## config.mk

```make
export PLATFORM = sky130hd
export DESIGN_NAME = pwm_capture
export DESIGN_NICKNAME = d
export VERILOG_FILES = /design/src/rtl/pwm_capture.sv
export SDC_FILE = /design/constraint.sdc
export NUM_CORES = 1
export LEC_CHECK = 0
export ABC_AREA = 1
export BUFFER_PORTS_ARGS = -buffer_cell sky130_fd_sc_hd__buf_2
export CAP_MARGIN = 30
export CORE_MARGIN = 5
export CORE_UTILIZATION = 28
export CTS_BUF_LIST = sky130_fd_sc_hd__clkbuf_4
export DETAILED_ROUTE_END_ITERATION = 10
export PLACE_DENSITY = 0.39
export SYNTH_ARGS = -nofsm -noshare
export SYNTH_HDL_FRONTEND = slang
export SYNTH_SLANG_ARGS = --single-unit
```

## constraint.sdc

```tcl
create_clock -name clk -period 3.65 [get_ports clk]
set_input_delay 0.5475 -clock clk [delete_from_list [all_inputs] [get_ports clk]]
set_output_delay 0.5475 -clock clk [all_outputs]
set_load 0.01 [all_outputs]
```

## src/rtl/pwm_capture.sv

```systemverilog
// PWM duty-cycle capture: synchronises pwm_in, measures period and high time between rising edges,
// divides to a 0..100 % duty, flags signal loss. Define PWM_CAPTURE_AVG_EN for 4-sample duty averaging.
module pwm_capture #(
    parameter int CLK_FREQ_HZ     = 50_000_000,
    parameter int PWM_FREQ        = 1_000,
    parameter int TIMEOUT_PERIODS = 2,
    localparam int NOM_CYC        = CLK_FREQ_HZ / PWM_FREQ,
    localparam int TIMEOUT_CYC    = TIMEOUT_PERIODS * NOM_CYC,
    localparam int CNT_W          = $clog2(TIMEOUT_CYC + 1)
) (
    input  logic             clk,
    input  logic             rst_n,
    input  logic             pwm_in,
    output logic [7:0]       duty_out,
    output logic             duty_valid,
    output logic [CNT_W-1:0] period_out,
    output logic [CNT_W-1:0] high_out,
    output logic             signal_lost
);
    localparam int NUM_W = CNT_W + 7;
    localparam logic [CNT_W-1:0] CNT_MAX = CNT_W'(TIMEOUT_CYC);

    typedef enum logic [1:0] {
        IDLE,
        MEASURE,
        DIVIDE
    } state_t;

    state_t state;
    state_t state_nxt;

    logic sync_a;
    logic sync_s;
    logic prev_s;
    logic rise;
    logic fall;

    logic [CNT_W-1:0] per_cnt;
    logic [CNT_W-1:0] high_cnt;
    logic             to_done;
    logic             per_reload;
    logic             timeout;

    logic             snap;
    logic             div_done;
    logic [2:0]       bit_idx;
    logic [NUM_W-1:0] rem;
    logic [6:0]       quot;
    logic [CNT_W-1:0] div_per;
    logic [CNT_W-1:0] div_high;
    logic [NUM_W-1:0] trial_div;
    logic             trial_ge;
    logic [6:0]       quot_nxt;

    // Input synchroniser plus one history stage for edge detection
    always_ff @(posedge clk or negedge rst_n) begin
        if (!rst_n) begin
            sync_a <= 1'b0;
            sync_s <= 1'b0;
            prev_s <= 1'b0;
        end else begin
            sync_a <= pwm_in;
            sync_s <= sync_a;
            prev_s <= sync_s;
        end
    end

    assign rise = sync_s & ~prev_s;
    assign fall = ~sync_s & prev_s;

    // In IDLE a falling level restarts the loss timer so a new constant level is re-reported
    assign per_reload = rise | ((state == IDLE) & fall);
    assign timeout    = (per_cnt == CNT_MAX) & ~to_done & ~rise;

    always_ff @(posedge clk or negedge rst_n) begin
        if (!rst_n) begin
            per_cnt  <= '0;
            high_cnt <= '0;
            to_done  <= 1'b0;
        end else begin
            if (per_reload) begin
                per_cnt <= CNT_W'(1);
            end else if (per_cnt != CNT_MAX) begin
                per_cnt <= per_cnt + CNT_W'(1);
            end

            if (rise) begin
                high_cnt <= CNT_W'(1);
            end else if (sync_s && (high_cnt != CNT_MAX)) begin
                high_cnt <= high_cnt + CNT_W'(1);
            end

            if (per_reload) begin
                to_done <= 1'b0;
            end else if (timeout) begin
                to_done <= 1'b1;
            end
        end
    end

    always_ff @(posedge clk or negedge rst_n) begin
        if (!rst_n) begin
            state <= IDLE;
        end else begin
            state <= state_nxt;
        end
    end

    always_comb begin
        state_nxt = state;
        snap      = 1'b0;
        div_done  = 1'b0;
        case (state)
            IDLE: begin
                if (rise) begin
                    state_nxt = MEASURE;
                end
            end
            MEASURE: begin
                if (timeout) begin
                    state_nxt = IDLE;
                end else if (rise) begin
                    snap      = 1'b1;
                    state_nxt = DIVIDE;
                end
            end
            DIVIDE: begin
                if (timeout) begin
                    state_nxt = IDLE;
                end else if (bit_idx == 3'd0) begin
                    div_done = 1'b1;
                    if (rise) begin
                        snap      = 1'b1;
                        state_nxt = DIVIDE;
                    end else begin
                        state_nxt = MEASURE;
                    end
                end
            end
            default: begin
                state_nxt = IDLE;
            end
        endcase
    end

    // Restoring divider: one quotient bit per cycle, MSB (bit 6) first
    always_comb begin
        trial_div = NUM_W'(div_per) << bit_idx;
        trial_ge  = (rem >= trial_div);
        quot_nxt  = quot;
        if (trial_ge) begin
            quot_nxt[bit_idx] = 1'b1;
        end
    end

    always_ff @(posedge clk or negedge rst_n) begin
        if (!rst_n) begin
            div_per  <= '0;
            div_high <= '0;
            rem      <= '0;
            quot     <= '0;
            bit_idx  <= '0;
        end else if (snap) begin
            div_per  <= per_cnt;
            div_high <= high_cnt;
            rem      <= NUM_W'(high_cnt) * NUM_W'(100);
            quot     <= '0;
            bit_idx  <= 3'd6;
        end else if (state == DIVIDE) begin
            if (trial_ge) begin
                rem <= rem - trial_div;
            end
            quot <= quot_nxt;
            if (bit_idx != 3'd0) begin
                bit_idx <= bit_idx - 3'd1;
            end
        end
    end

`ifdef PWM_CAPTURE_AVG_EN
    // hist[0] is the most recent earlier result; hist_cnt saturates at three held results
    logic [2:0][6:0] hist;
    logic [1:0]      hist_cnt;
    logic [8:0]      avg_sum;

    assign avg_sum = 9'(quot_nxt) + 9'(hist[0]) + 9'(hist[1]) + 9'(hist[2]);

    always_ff @(posedge clk or negedge rst_n) begin
        if (!rst_n) begin
            duty_out    <= '0;
            duty_valid  <= 1'b0;
            period_out  <= '0;
            high_out    <= '0;
            signal_lost <= 1'b0;
            hist        <= '0;
            hist_cnt    <= '0;
        end else begin
            duty_valid <= 1'b0;
            if (timeout) begin
                duty_out    <= sync_s ? 8'd100 : 8'd0;
                period_out  <= '0;
                high_out    <= '0;
                duty_valid  <= 1'b1;
                signal_lost <= 1'b1;
                hist        <= '0;
                hist_cnt    <= '0;
            end else if (div_done) begin
                period_out  <= div_per;
                high_out    <= div_high;
                signal_lost <= 1'b0;
                hist        <= {hist[1:0], quot_nxt};
                if (hist_cnt == 2'd3) begin
                    duty_out   <= 8'(avg_sum >> 2);
                    duty_valid <= 1'b1;
                end else begin
                    hist_cnt <= hist_cnt + 2'd1;
                end
            end
        end
    end
`else
    always_ff @(posedge clk or negedge rst_n) begin
        if (!rst_n) begin
            duty_out    <= '0;
            duty_valid  <= 1'b0;
            period_out  <= '0;
            high_out    <= '0;
            signal_lost <= 1'b0;
        end else begin
            duty_valid <= 1'b0;
            if (timeout) begin
                duty_out    <= sync_s ? 8'd100 : 8'd0;
                period_out  <= '0;
                high_out    <= '0;
                duty_valid  <= 1'b1;
                signal_lost <= 1'b1;
            end else if (div_done) begin
                duty_out    <= {1'b0, quot_nxt};
                period_out  <= div_per;
                high_out    <= div_high;
                duty_valid  <= 1'b1;
                signal_lost <= 1'b0;
            end
        end
    end
`endif

endmodule

```

==> out/qor.csv <==
metric;value;unit
grt ovf;0;
Mapped Nets;1690;
Clock power frac;0.134;
number of global-route vias before repair;9537;
type of origin of the critical path;register;
top cell type by total area after synthesis;dfrtp_1;
outcome;finished, final reports clean;
post-synthesis async set-or-reset flop share;1.00;
Clk pin slew, worst setup/hold paths;0.16;ns
Slew HR;0.450;
Clock Skew;0.0346;ns
met1 usage;0.235;
count of state elements after synthesis;151;
WL/cell;16.0;microns
sequential share of power;0.240;
Root Buffer;clkbuf_4;
Worst EP arrival;3.84;ns
pwr dens;767;mW/mm^2
sw frac;0.523;
Initial Util;0.284;
Core Rows;72;
pre-CTS setup slack;0.370;ns
DRT Pass-1 Iters;5;
Final Setup Violations;0;
Worst Hold Launch;sync_a$_DFF_PN0_;
Synth area leaders;dfrtp_1, nand2_1, ha_1;
top-count cell post-synth;nand2_1;
flop-to-flop setup slack;0.31;ns
DRC errors left;0;
largest net degree at the start of global routing;76;
Overall Global Routing Usage;0.159;
r2r worst-path depth;16;
HP Class;register to register;
PortBufs;45;
Top-Level Pins;47;
RSZ-0062 raised after global routing;false;
Peak VDD IR;244;uV
crit path capture type;register;
DP HPWL;27400;microns
setup repair bufs after CTS;0;
combinational power share;0.626;
cells after synthesis;1579;
GRT busiest layer;met2;
crit path kind;register to register;
P_sw;0.00492;W
Worst-Skew Late Latency;0.62;ns
XOR/XNOR Fraction of Synth Area;0.0183;
met3 usage;0.0258;
TritonCTS clock tree;yes;
number of nets in the layout;1736;
Worst Setup Slack, final;0.306;ns
Layout area overhead;11.3;%
Compound-Gate Fraction of Synth Area;0.0991;
Final Hold Fails;0;
Worst Max-Slew Pin Slew;0.824;ns
# resized after CTS;0;
sequential area share after synthesis;0.343;
full die area;0.0434;sq mm
Synth top cells by count;nand2_1, inv_1, dfrtp_1;
total power;0.00940;W
Avg Cell Area, Syn;6.97;sq um
final wirelength;34500;microns
die height;208;microns
fmax;299;MHz
count of different cell masters after synthesis;40;
Mapped Area;0.0110;sq mm
Placer Congestion;0.873;
main combinational cell family by area after synthesis;simple AND/OR/NAND/NOR gates;
P_int;0.00448;W
maxcap violations;0;
Max FO, Critical Path;6;
FF-to-FF Start;high_cnt[3]$_DFFE_PN0P_;
Vias;9759;
post-synthesis simple-gate area fraction;0.295;
post-route ant nets;0;
fin. max-slew vios;0;
post-synth top area share;0.343;
Post-synth EDFFs;0;
H-tree levels;4;
WHS Path Cells;0;
Adder-Cell Fraction of Synth Area;0.132;
multiplexer area fraction after synthesis;0.00546;
clk buf depth;2;
worst reg2reg endpoint;rem[22]$_DFFE_PN0P_;
antenna violations before repair;1;
proportion of layout cells with a drive suffix above 1;0.0751;
Synth Flop Type;dfrtp_1;
hold slack final;0.367;ns
number of vias per cell;4.52;
die width;208;microns
first-pass GRT wire length;54300;microns
Crit path required time;4.15;ns
clock buffer count from CTS;17;
setup TNS;0;ns
minimum clock period;3.34;ns
core area;0.0387;sq mm
Sink Count;151;
Final Cycle Share;0.916;
Hold Crit Endpoint;sync_s$_DFF_PN0_;
Detailed Route Iter0 Violations;529;
met2 global-route usage;0.246;
YS warnings;0;
leakage;6.69;nW
-- registers in the layout, summed over array words and instances, names as in the netlist, 2 cells and up --
name	cells
duty_out	7
state	2
quot	7
div_per	17
bit_idx	3
high_cnt	17
div_high	17
per_cnt	17
period_out	17
high_out	17
rem	24
-- stage by stage --
stage | util | std cells | cell area (sq um)
3_5_place_dp | 0.307 | 2122 | 11900
6_report | 0.316 | 2158 | 12200
3_3_place_gp | 0.307 | 2122 | 11900
4_1_cts | 0.316 | 2156 | 12200
2_1_floorplan | - | 1579 | 11000
5_1_grt | 0.316 | 2158 | 12200
-- area by class of cell --
class                   count  area (sq um)
flip-flops and latches    151          3780
fillers                  4336         26500
well taps                 518           648
clock buffers              17           128
multi-input cells        1130          6050
clock inverters            15           213
repair buffers             74           479
inverters                 251           942
diodes                      2          5.00
-- cell usage in the layout (no fill, tap or decap), drive strengths merged, types with 13 or more instances in the layout --
cell type  instances
inv              258
nand4             17
fa                13
ha                95
nor3              16
buf               72
a21oi             52
nor2             108
nand2            509
clkbuf            17
xor2              18
dfrtp            151
nand3            113
o21ai            140
-- worst max-delay path: stages (launching register included) --
cell	delay, ns
dfrtp_1	0.49
inv_1	0.10
ha_1	0.30
ha_1	0.30
fa_1	0.46
ha_1	0.38
nand2_1	0.12
o21ai_0	0.36
nand2_1	0.09
nand2_1	0.15
nand2_1	0.09
nand2_1	0.07
nand2_1	0.04
nand3_1	0.11
nand2_1	0.07
nand2_1	0.06
nand2_1	0.04
-- cells by family after synthesis --
family                   Yosys count
flip-flops                       151
multiplexers                       6
buffers and inverters            298
XOR/XNOR                          23
AND/OR/NAND/NOR                  783
adder cells (fa/ha/maj)          108
other                              1
AO/OA/AOI/OAI                    209
-- worst max path at each step --
| stage | start | endpoint | slack (ns) | depth (start not counted) |
|---|---|---|---|---|
| floorplan | high_cnt[3]$_DFFE_PN0P_ | rem[22]$_DFFE_PN0P_ | 0.80 | 17 |
| global placement | high_cnt[3]$_DFFE_PN0P_ | rem[22]$_DFFE_PN0P_ | 0.31 | 16 |
| detailed placement | high_cnt[3]$_DFFE_PN0P_ | rem[22]$_DFFE_PN0P_ | 0.37 | 16 |
| CTS | high_cnt[3]$_DFFE_PN0P_ | rem[22]$_DFFE_PN0P_ | 0.31 | 16 |
| global route | high_cnt[3]$_DFFE_PN0P_ | rem[22]$_DFFE_PN0P_ | 0.06 | 16 |
| finish | high_cnt[3]$_DFFE_PN0P_ | rem[22]$_DFFE_PN0P_ | 0.31 | 16 |
-- routing by layer --
layer | up-vias | part of all wire
met5 | - | 0
met2 | 145 | 0.44
met4 | 0 | 0.011
met3 | 16 | 0.030
li1 | 5077 | -
met1 | 4521 | 0.52
-- repair_timing --
item / CTS / global route
endpoints found under the hold margin: 73 / 0
hold buffers: 2 / 0
endpoints found under the setup margin: 0 / 0
-- power by group through the flow --
stage / clock, W / sequential (W) / combinational [W]
2_1_floorplan: 0 / 0.00222 / 0.00415
3_3_place_gp: 0 / 0.00229 / 0.00592
3_5_place_dp: 0 / 0.00228 / 0.00587
4_1_cts: 0.00132 / 0.00225 / 0.00591
5_1_grt: 0.00138 / 0.00229 / 0.00674
6_report: 0.00126 / 0.00225 / 0.00589
No activity file was read; power rests on OpenSTA's default activity.
